## config.mk

```make
export PLATFORM = sky130hd
export DESIGN_NAME = pid_scheduler
export DESIGN_NICKNAME = d
export VERILOG_FILES = /design/src/rtl/pid_sched_pkg.sv /design/src/rtl/tick_gen.sv /design/src/rtl/pid_scheduler.sv
export SDC_FILE = /design/constraint.sdc
export NUM_CORES = 1
export LEC_CHECK = 0
export ABC_AREA = 1
export CORE_AREA = 3 3 193 195
export DETAILED_ROUTE_END_ITERATION = 16
export DIE_AREA = 0 0 196 198
export PLACE_DENSITY = 0.72
export SYNTH_ARGS = -nofsm -noshare
export SYNTH_HDL_FRONTEND = slang
export SYNTH_SLANG_ARGS = --single-unit
```

## constraint.sdc

```tcl
create_clock -name clk -period 11.08 [get_ports clk]
set_input_delay 1.108 -clock clk [delete_from_list [all_inputs] [get_ports clk]]
set_output_delay 1.108 -clock clk [all_outputs]
set_load 0.1 [all_outputs]
```

## src/rtl/pid_sched_pkg.sv

```systemverilog
// Shared definitions for the PI scheduler: controller state encoding,
// default channel/width constants and the saturated error subtraction.
package pid_sched_pkg;

  localparam int DEF_NUM_MOTORS = 4;
  localparam int DEF_WIDTH      = 16;
  localparam int DEF_IWIDTH     = 24;

  typedef enum logic [2:0] {
    IDLE,
    LOAD,
    WAIT,
    STORE,
    NEXT
  } state_e;

  // a - b evaluated one bit wider than the operands, then clamped to the
  // signed range of a w-bit result (w <= 32). Callers truncate to w bits.
  function automatic logic signed [32:0] sat_sub(input logic signed [31:0] a,
                                                 input logic signed [31:0] b,
                                                 input int unsigned        w);
    logic signed [32:0] d;
    logic signed [32:0] hi;
    logic signed [32:0] lo;
    d  = 33'(a) - 33'(b);
    hi = (33'sd1 <<< (w - 1)) - 33'sd1;
    lo = -(33'sd1 <<< (w - 1));
    if (d > hi)      return hi;
    else if (d < lo) return lo;
    else             return d;
  endfunction

endpackage

```

## src/rtl/tick_gen.sv

```systemverilog
// Control-period timebase: free-running counter over 0..TICK_DIV-1 that
// raises tick_o for the single cycle in which the count is TICK_DIV-1.
// Ports:
//   clk    - system clock
//   reset  - asynchronous active-high reset, count returns to 0
//   tick_o - one-cycle period marker
module tick_gen #(
  parameter int TICK_DIV = 50000
) (
  input  logic clk,
  input  logic reset,
  output logic tick_o
);

  localparam int CW = (TICK_DIV > 1) ? $clog2(TICK_DIV) : 1;
  localparam logic [CW-1:0] LAST = CW'(TICK_DIV - 1);

  logic [CW-1:0] cnt_q;
  logic [CW-1:0] cnt_d;

  always_comb begin
    cnt_d = (cnt_q == LAST) ? '0 : cnt_q + 1'b1;
  end

  always_ff @(posedge clk or posedge reset) begin
    if (reset) cnt_q <= '0;
    else       cnt_q <= cnt_d;
  end

  assign tick_o = (cnt_q == LAST);

endmodule

```

## src/rtl/pid_scheduler.sv

```systemverilog
// Time-multiplexes one stateless PI core across NUM_MOTORS channels. Each
// control period the enabled channels are walked in order; per channel the
// saturated speed error and stored integrator go to the core, and the core's
// drive value and next integrator are written back. Drive outputs are
// published together at the end of the frame.
// Ports:
//   clk, reset          - clock, asynchronous active-high reset
//   enable              - per-channel enable, sampled when the channel loads
//   setpoint, speed     - packed signed lanes, channel 0 in the LSBs
//   core_start/e/i      - request to the PI core (registered, held during wait)
//   core_done/u/i_next  - core result, valid only while core_done is high
//   u_out, u_valid      - frame-coherent drive outputs and update strobe
//   busy                - frame in progress
//   overrun             - sticky: period tick arrived during a frame
//   fault               - sticky per-channel core timeout
module pid_scheduler
  import pid_sched_pkg::*;
#(
  parameter int NUM_MOTORS = DEF_NUM_MOTORS,
  parameter int WIDTH      = DEF_WIDTH,
  parameter int IWIDTH     = DEF_IWIDTH,
  parameter int TICK_DIV   = 50000,
  parameter int TIMEOUT    = 64
) (
  input  logic                         clk,
  input  logic                         reset,
  input  logic [NUM_MOTORS-1:0]        enable,
  input  logic [NUM_MOTORS*WIDTH-1:0]  setpoint,
  input  logic [NUM_MOTORS*WIDTH-1:0]  speed,
  output logic                         core_start,
  output logic signed [WIDTH-1:0]      core_e,
  output logic signed [IWIDTH-1:0]     core_i,
  input  logic                         core_done,
  input  logic signed [WIDTH-1:0]      core_u,
  input  logic signed [IWIDTH-1:0]     core_i_next,
  output logic [NUM_MOTORS*WIDTH-1:0]  u_out,
  output logic                         u_valid,
  output logic                         busy,
  output logic                         overrun,
  output logic [NUM_MOTORS-1:0]        fault
);

  localparam int CHW = (NUM_MOTORS > 1) ? $clog2(NUM_MOTORS) : 1;
  localparam int TW  = $clog2(TIMEOUT + 1);
  localparam logic [CHW-1:0] LAST_CH = CHW'(NUM_MOTORS - 1);
  localparam logic [TW-1:0]  TO_LAST = TW'(TIMEOUT - 1);

  state_e state_q, state_d;
  logic [CHW-1:0]            ch_q;
  logic [TW-1:0]             wcnt_q;
  logic signed [WIDTH-1:0]   shadow_q [NUM_MOTORS];
  logic signed [IWIDTH-1:0]  integ_q  [NUM_MOTORS];
  logic signed [WIDTH-1:0]   res_u_q;
  logic signed [IWIDTH-1:0]  res_i_q;

  logic                      core_start_q;
  logic signed [WIDTH-1:0]   core_e_q;
  logic signed [IWIDTH-1:0]  core_i_q;
  logic [NUM_MOTORS*WIDTH-1:0] u_out_q;
  logic                      u_valid_q, busy_q, overrun_q;
  logic [NUM_MOTORS-1:0]     fault_q;

  logic tick, ch_en, last_ch, timeout;
  logic signed [WIDTH-1:0]   sp_lane, spd_lane, err;
  logic [NUM_MOTORS*WIDTH-1:0] shadow_flat;

  tick_gen #(.TICK_DIV(TICK_DIV)) u_tick (
    .clk    (clk),
    .reset  (reset),
    .tick_o (tick)
  );

  assign ch_en   = enable[ch_q];
  assign last_ch = (ch_q == LAST_CH);
  assign timeout = (wcnt_q == TO_LAST);

  always_comb begin
    sp_lane  = setpoint[int'(ch_q)*WIDTH +: WIDTH];
    spd_lane = speed[int'(ch_q)*WIDTH +: WIDTH];
    err      = WIDTH'(sat_sub(32'(sp_lane), 32'(spd_lane), WIDTH));
  end

  always_comb begin
    shadow_flat = '0;
    for (int i = 0; i < NUM_MOTORS; i++) begin
      shadow_flat[i*WIDTH +: WIDTH] = shadow_q[i];
    end
  end

  always_comb begin
    state_d = state_q;
    unique case (state_q)
      IDLE:    if (tick) state_d = LOAD;
      LOAD:    state_d = ch_en ? WAIT : NEXT;
      WAIT: begin
        if (core_done)    state_d = STORE;
        else if (timeout) state_d = NEXT;
      end
      STORE:   state_d = NEXT;
      NEXT:    state_d = last_ch ? IDLE : LOAD;
      default: state_d = IDLE;
    endcase
  end

  always_ff @(posedge clk or posedge reset) begin
    if (reset) state_q <= IDLE;
    else       state_q <= state_d;
  end

  always_ff @(posedge clk or posedge reset) begin
    if (reset) begin
      ch_q         <= '0;
      wcnt_q       <= '0;
      res_u_q      <= '0;
      res_i_q      <= '0;
      core_start_q <= 1'b0;
      core_e_q     <= '0;
      core_i_q     <= '0;
      u_out_q      <= '0;
      u_valid_q    <= 1'b0;
      busy_q       <= 1'b0;
      overrun_q    <= 1'b0;
      fault_q      <= '0;
      for (int i = 0; i < NUM_MOTORS; i++) begin
        shadow_q[i] <= '0;
        integ_q[i]  <= '0;
      end
    end else begin
      core_start_q <= 1'b0;
      u_valid_q    <= 1'b0;
      // A tick during a frame is dropped; only the sticky flag records it.
      if (tick && busy_q) overrun_q <= 1'b1;
      case (state_q)
        IDLE: begin
          if (tick) begin
            ch_q   <= '0;
            busy_q <= 1'b1;
          end
        end
        LOAD: begin
          wcnt_q <= '0;
          if (ch_en) begin
            core_e_q     <= err;
            core_i_q     <= integ_q[ch_q];
            core_start_q <= 1'b1;
          end else begin
            shadow_q[ch_q] <= '0;
            integ_q[ch_q]  <= '0;
          end
        end
        WAIT: begin
          wcnt_q <= wcnt_q + 1'b1;
          // Core results are only guaranteed during the done pulse, so they
          // are captured here and committed in STORE.
          if (core_done) begin
            res_u_q <= core_u;
            res_i_q <= core_i_next;
          end else if (timeout) begin
            fault_q[ch_q]  <= 1'b1;
            shadow_q[ch_q] <= '0;
          end
        end
        STORE: begin
          shadow_q[ch_q] <= res_u_q;
          integ_q[ch_q]  <= res_i_q;
        end
        NEXT: begin
          if (last_ch) begin
            u_out_q   <= shadow_flat;
            u_valid_q <= 1'b1;
            busy_q    <= 1'b0;
          end else begin
            ch_q <= ch_q + 1'b1;
          end
        end
        default: ;
      endcase
    end
  end

  assign core_start = core_start_q;
  assign core_e     = core_e_q;
  assign core_i     = core_i_q;
  assign u_out      = u_out_q;
  assign u_valid    = u_valid_q;
  assign busy       = busy_q;
  assign overrun    = overrun_q;
  assign fault      = fault_q;

endmodule

```

==> impl_metrics.tcl <==
set metrics [dict create \
    drive_gt1_share_pct 4.41 \
    yosysUniqueCellTypes 36 \
    hp-class "flip-flop to flip-flop" \
    cts_max_level 2 \
    reg2reg_to "core_e[3]$_DFFE_PP0P_" \
    grt-ovfl-total 0 \
    status "complete, no violations" \
    cts-resized-gates 0 \
    worst_setup_path_start_kind "flip-flop" \
    drt.antenna.violating_nets 0 \
    r2r_start "ch_q[0]$_DFFE_PP0P_" \
    post-route-min-period_ns 4.28 \
    ioPinCount 287 \
    ys_seq_elements 340 \
    grt_pass1_vias 13500 \
    hpwl_mm 32.4 \
    die_area_sq_um 38800 \
    cp_cell_sequence "inv_2 > buf_4 > buf_4 > o21ai_0 > o22ai_1 > ha_1 > nand2_1 > inv_1 > nand2_1 > nand2_1 > a21oi_1 > nand2_1 > nand2_1 > nand2_1 > nand2_1 > nand2_1 > nand2_1 > nand2_1 > nand2_1" \
    dr.pass1.iters 5 \
    worstSetupPathType "flip-flop to flip-flop" \
    finalCritPeriodShare_pct 38.6 \
    avgSynthCellArea_sq_um 8.14 \
    synth-edff-count 0 \
    netlist_area_sq_um 16000 \
    syn_to_final_growth_pct 26.3 \
    dp_cells 2621 \
    insertion_delay_ns 0.52 \
    min_to "u_tick.cnt_q[0]$_DFF_PP0_" \
    fin_setup_tns_ns 0 \
    relSlewSlack_pct 27.3 \
    place_congestion 0.899 \
    dominantRegCellSynth "dfrtp_1" \
    drc 0 \
    fin_cells 2683 \
    yosys-top-cells-area "dfrtp_1 (53%), nand2_1 (13%), o21ai_0 (8.9%)" \
    wl_mm 46.8 \
    max-cap-violations 0 \
    hold_buffers 0 \
    clock-sinks 340 \
    chipWidth_um 196 \
    fin_nets 2397 \
    async_reset_ff_share_pct 100 \
    via_count 14000 \
    finalMaxSlewViolations 0 \
    cts_setup_buffers 0 \
    cts_tree "yes" \
    reg2reg_depth 19 \
    worst_pin_slew_ns 1.08 \
    cts_root_buffer "clkbuf_16" \
    rsz0062_at_grt "false" \
    grt_first_pass_wirelength_mm 73.8 \
    cpMaxStageDelayCell "dfrtp_4" \
    clock_skew_ns 0.0125 \
    rows 69 \
    cts_buffers 36 \
    ys.warnings.count 0 \
    grtUsageTotal_pct 23.4 \
    grt_max_degree 136 \
    cp_common_cell "nand2_1" \
    hold_path_depth 1 \
    end_kind "flip-flop" \
    yosysTopAreaCell "dfrtp_1" \
    start_util_pct 45.0 \
    coreArea_sq_um 35600 \
    final_cell_area_sq_um 20200 \
    antenna_cells 0 \
    min_from "u_tick.cnt_q[0]$_DFF_PP0_" \
    finalSetupViolCount 0 \
    critPathMaxFanout 66 \
    synth_top_area_share_pct 53.2 \
    dpl_cell_area_sq_um 19100 \
    p_leak_nw 9.53 \
    grt_antenna_before_repair 0 \
    ir_worst_vdd_v 0.000352 \
    slowest_delay_ns 0.63 \
    r2r_slack_ns 6.80 \
    ys_seq_area_share_pct 53.2 \
    wl_per_cell_um 17.4 \
    arrival_ns 4.72 \
    drt-vias-per-instance 5.22 \
    p_per_area_nw_per_um2 305 \
    fmax_ghz 0.234 \
    initialDrtViolationCount 1356 \
    clock_path_buffers 3 \
    worstPathRequired_ns 11.53 \
    syn_inst 1966 \
    path_clk_slew_ns 0.06 \
    chipHeight_um 198 \
    io_buffers 286 \
    syn-num-nets 2164 \
    hold_viol 0 \
]
[critical path: cells and delay by family (launching register included)]
kind,cells,cell delay [ns]
adder cells (fa/ha/maj),1,0.36
buffers and inverters,4,1.17
flip-flops,1,0.63
AO/OA/AOI/OAI,3,0.79
AND/OR/NAND/NOR,11,1.20
[where the power goes]
part	switching [mW]	internal, mW	leakage (nW)	total [mW]
sequential	0.179	1.66	4.34	1.84
clock	0.478	0.659	0.552	1.14
combinational	2.33	0.862	4.64	3.20
[cell usage in the layout (no fill, tap or decap), drive strengths merged, types with 2 or more instances in the layout]
cell           count
and3               2
clkbuf            53
buf               17
o21bai             7
nor4               4
inv              227
nand2            550
ha                22
nand4              8
o21ai            357
a32o              16
nor3               7
o21a              24
clkinv             8
nor2             118
nand3             58
o22ai             18
clkdlybuf4s50    286
xor2              14
dfrtp            340
xnor2              2
a21oi             78
[layer usage]
layer / track usage, % / wire length (um) / up-vias
met3: 3.52 / 2770 / 77
met4: 5.57 / 1060 / 0
met5: 0 / 0 / -
met2: 36.9 / 21700 / 446
li1: - / - / 6776
met1: 34.5 / 21200 / 6719
[kinds of logic after synthesis]
group | synth area share, %
AND/OR/NAND/NOR | 18.9
AO/OA/AOI/OAI | 16.9
flip-flops | 53.2
buffers and inverters | 8.35
adder cells (fa/ha/maj) | 1.85
XOR/XNOR | 0.876
[Yosys cell counts, types with 2 or more instances]
| cell type | number |
|---|---|
| buf_2 | 18 |
| o22ai_1 | 18 |
| o21a_1 | 24 |
| nor4_1 | 4 |
| nor3_1 | 7 |
| a21oi_1 | 78 |
| nor2_1 | 107 |
| clkbuf_1 | 71 |
| buf_1 | 5 |
| nand4_1 | 8 |
| o21ai_1 | 73 |
| ha_1 | 22 |
| xnor2_1 | 2 |
| nor2_2 | 5 |
| nand2_1 | 548 |
| dfrtp_1 | 340 |
| inv_1 | 219 |
| and3_1 | 2 |
| nand3_1 | 57 |
| nor2_4 | 6 |
| o21ai_0 | 284 |
| a32o_1 | 16 |
| buf_4 | 15 |
| xor2_1 | 14 |
| o21bai_1 | 7 |
| inv_2 | 6 |
[layout make-up]
class,instances,area (sq um)
Clock buffer,52,1050
Clock inverter,9,52.6
Fill cell,3220,15400
Inverter,226,856
Multi-Input combinational cell,1291,6160
Sequential cell,340,8510
Tap cell,461,577
Timing Repair Buffer,304,3000
[registers in the layout, indices dropped and copies added (netlist names), 2 cells and up]
name	flops
ch_q	2
core_e	16
core_i	24
fault	4
integ_q	96
res_i_q	24
res_u_q	16
shadow_flat	64
state_q	3
u_out	64
u_tick.cnt_q	16
wcnt_q	7
[stage by stage]
stage	setup WS, ns	utilization [%]	hold WS [ns]	power (mW)
5_1_grt	6.38	56.8	0.494	6.56
2_1_floorplan	0.549	-	0.425	4.18
3_3_place_gp	6.95	53.7	0.438	4.97
4_1_cts	6.88	56.8	0.453	6.18
6_report	6.80	56.8	0.449	6.17
3_5_place_dp	6.85	53.7	0.445	5.02
[worst max-delay path by stage]
| stage | to | slack [ns] | depth (start not counted) | startpoint |
|---|---|---|---|---|
| global route | core_e[1]$_DFFE_PP0P_ | 6.38 | 19 | ch_q[0]$_DFFE_PP0P_ |
| CTS | core_e[3]$_DFFE_PP0P_ | 6.88 | 19 | ch_q[0]$_DFFE_PP0P_ |
| detailed placement | integ_q[56]$_DFFE_PP0P_ | 6.85 | 9 | enable[2] |
| global placement | integ_q[52]$_DFFE_PP0P_ | 6.95 | 8 | enable[2] |
| floorplan | busy$_DFFE_PP0P_ | 0.55 | 1 | reset |
| finish | core_e[3]$_DFFE_PP0P_ | 6.80 | 19 | ch_q[0]$_DFFE_PP0P_ |
Power figures use the tool's default switching activity.
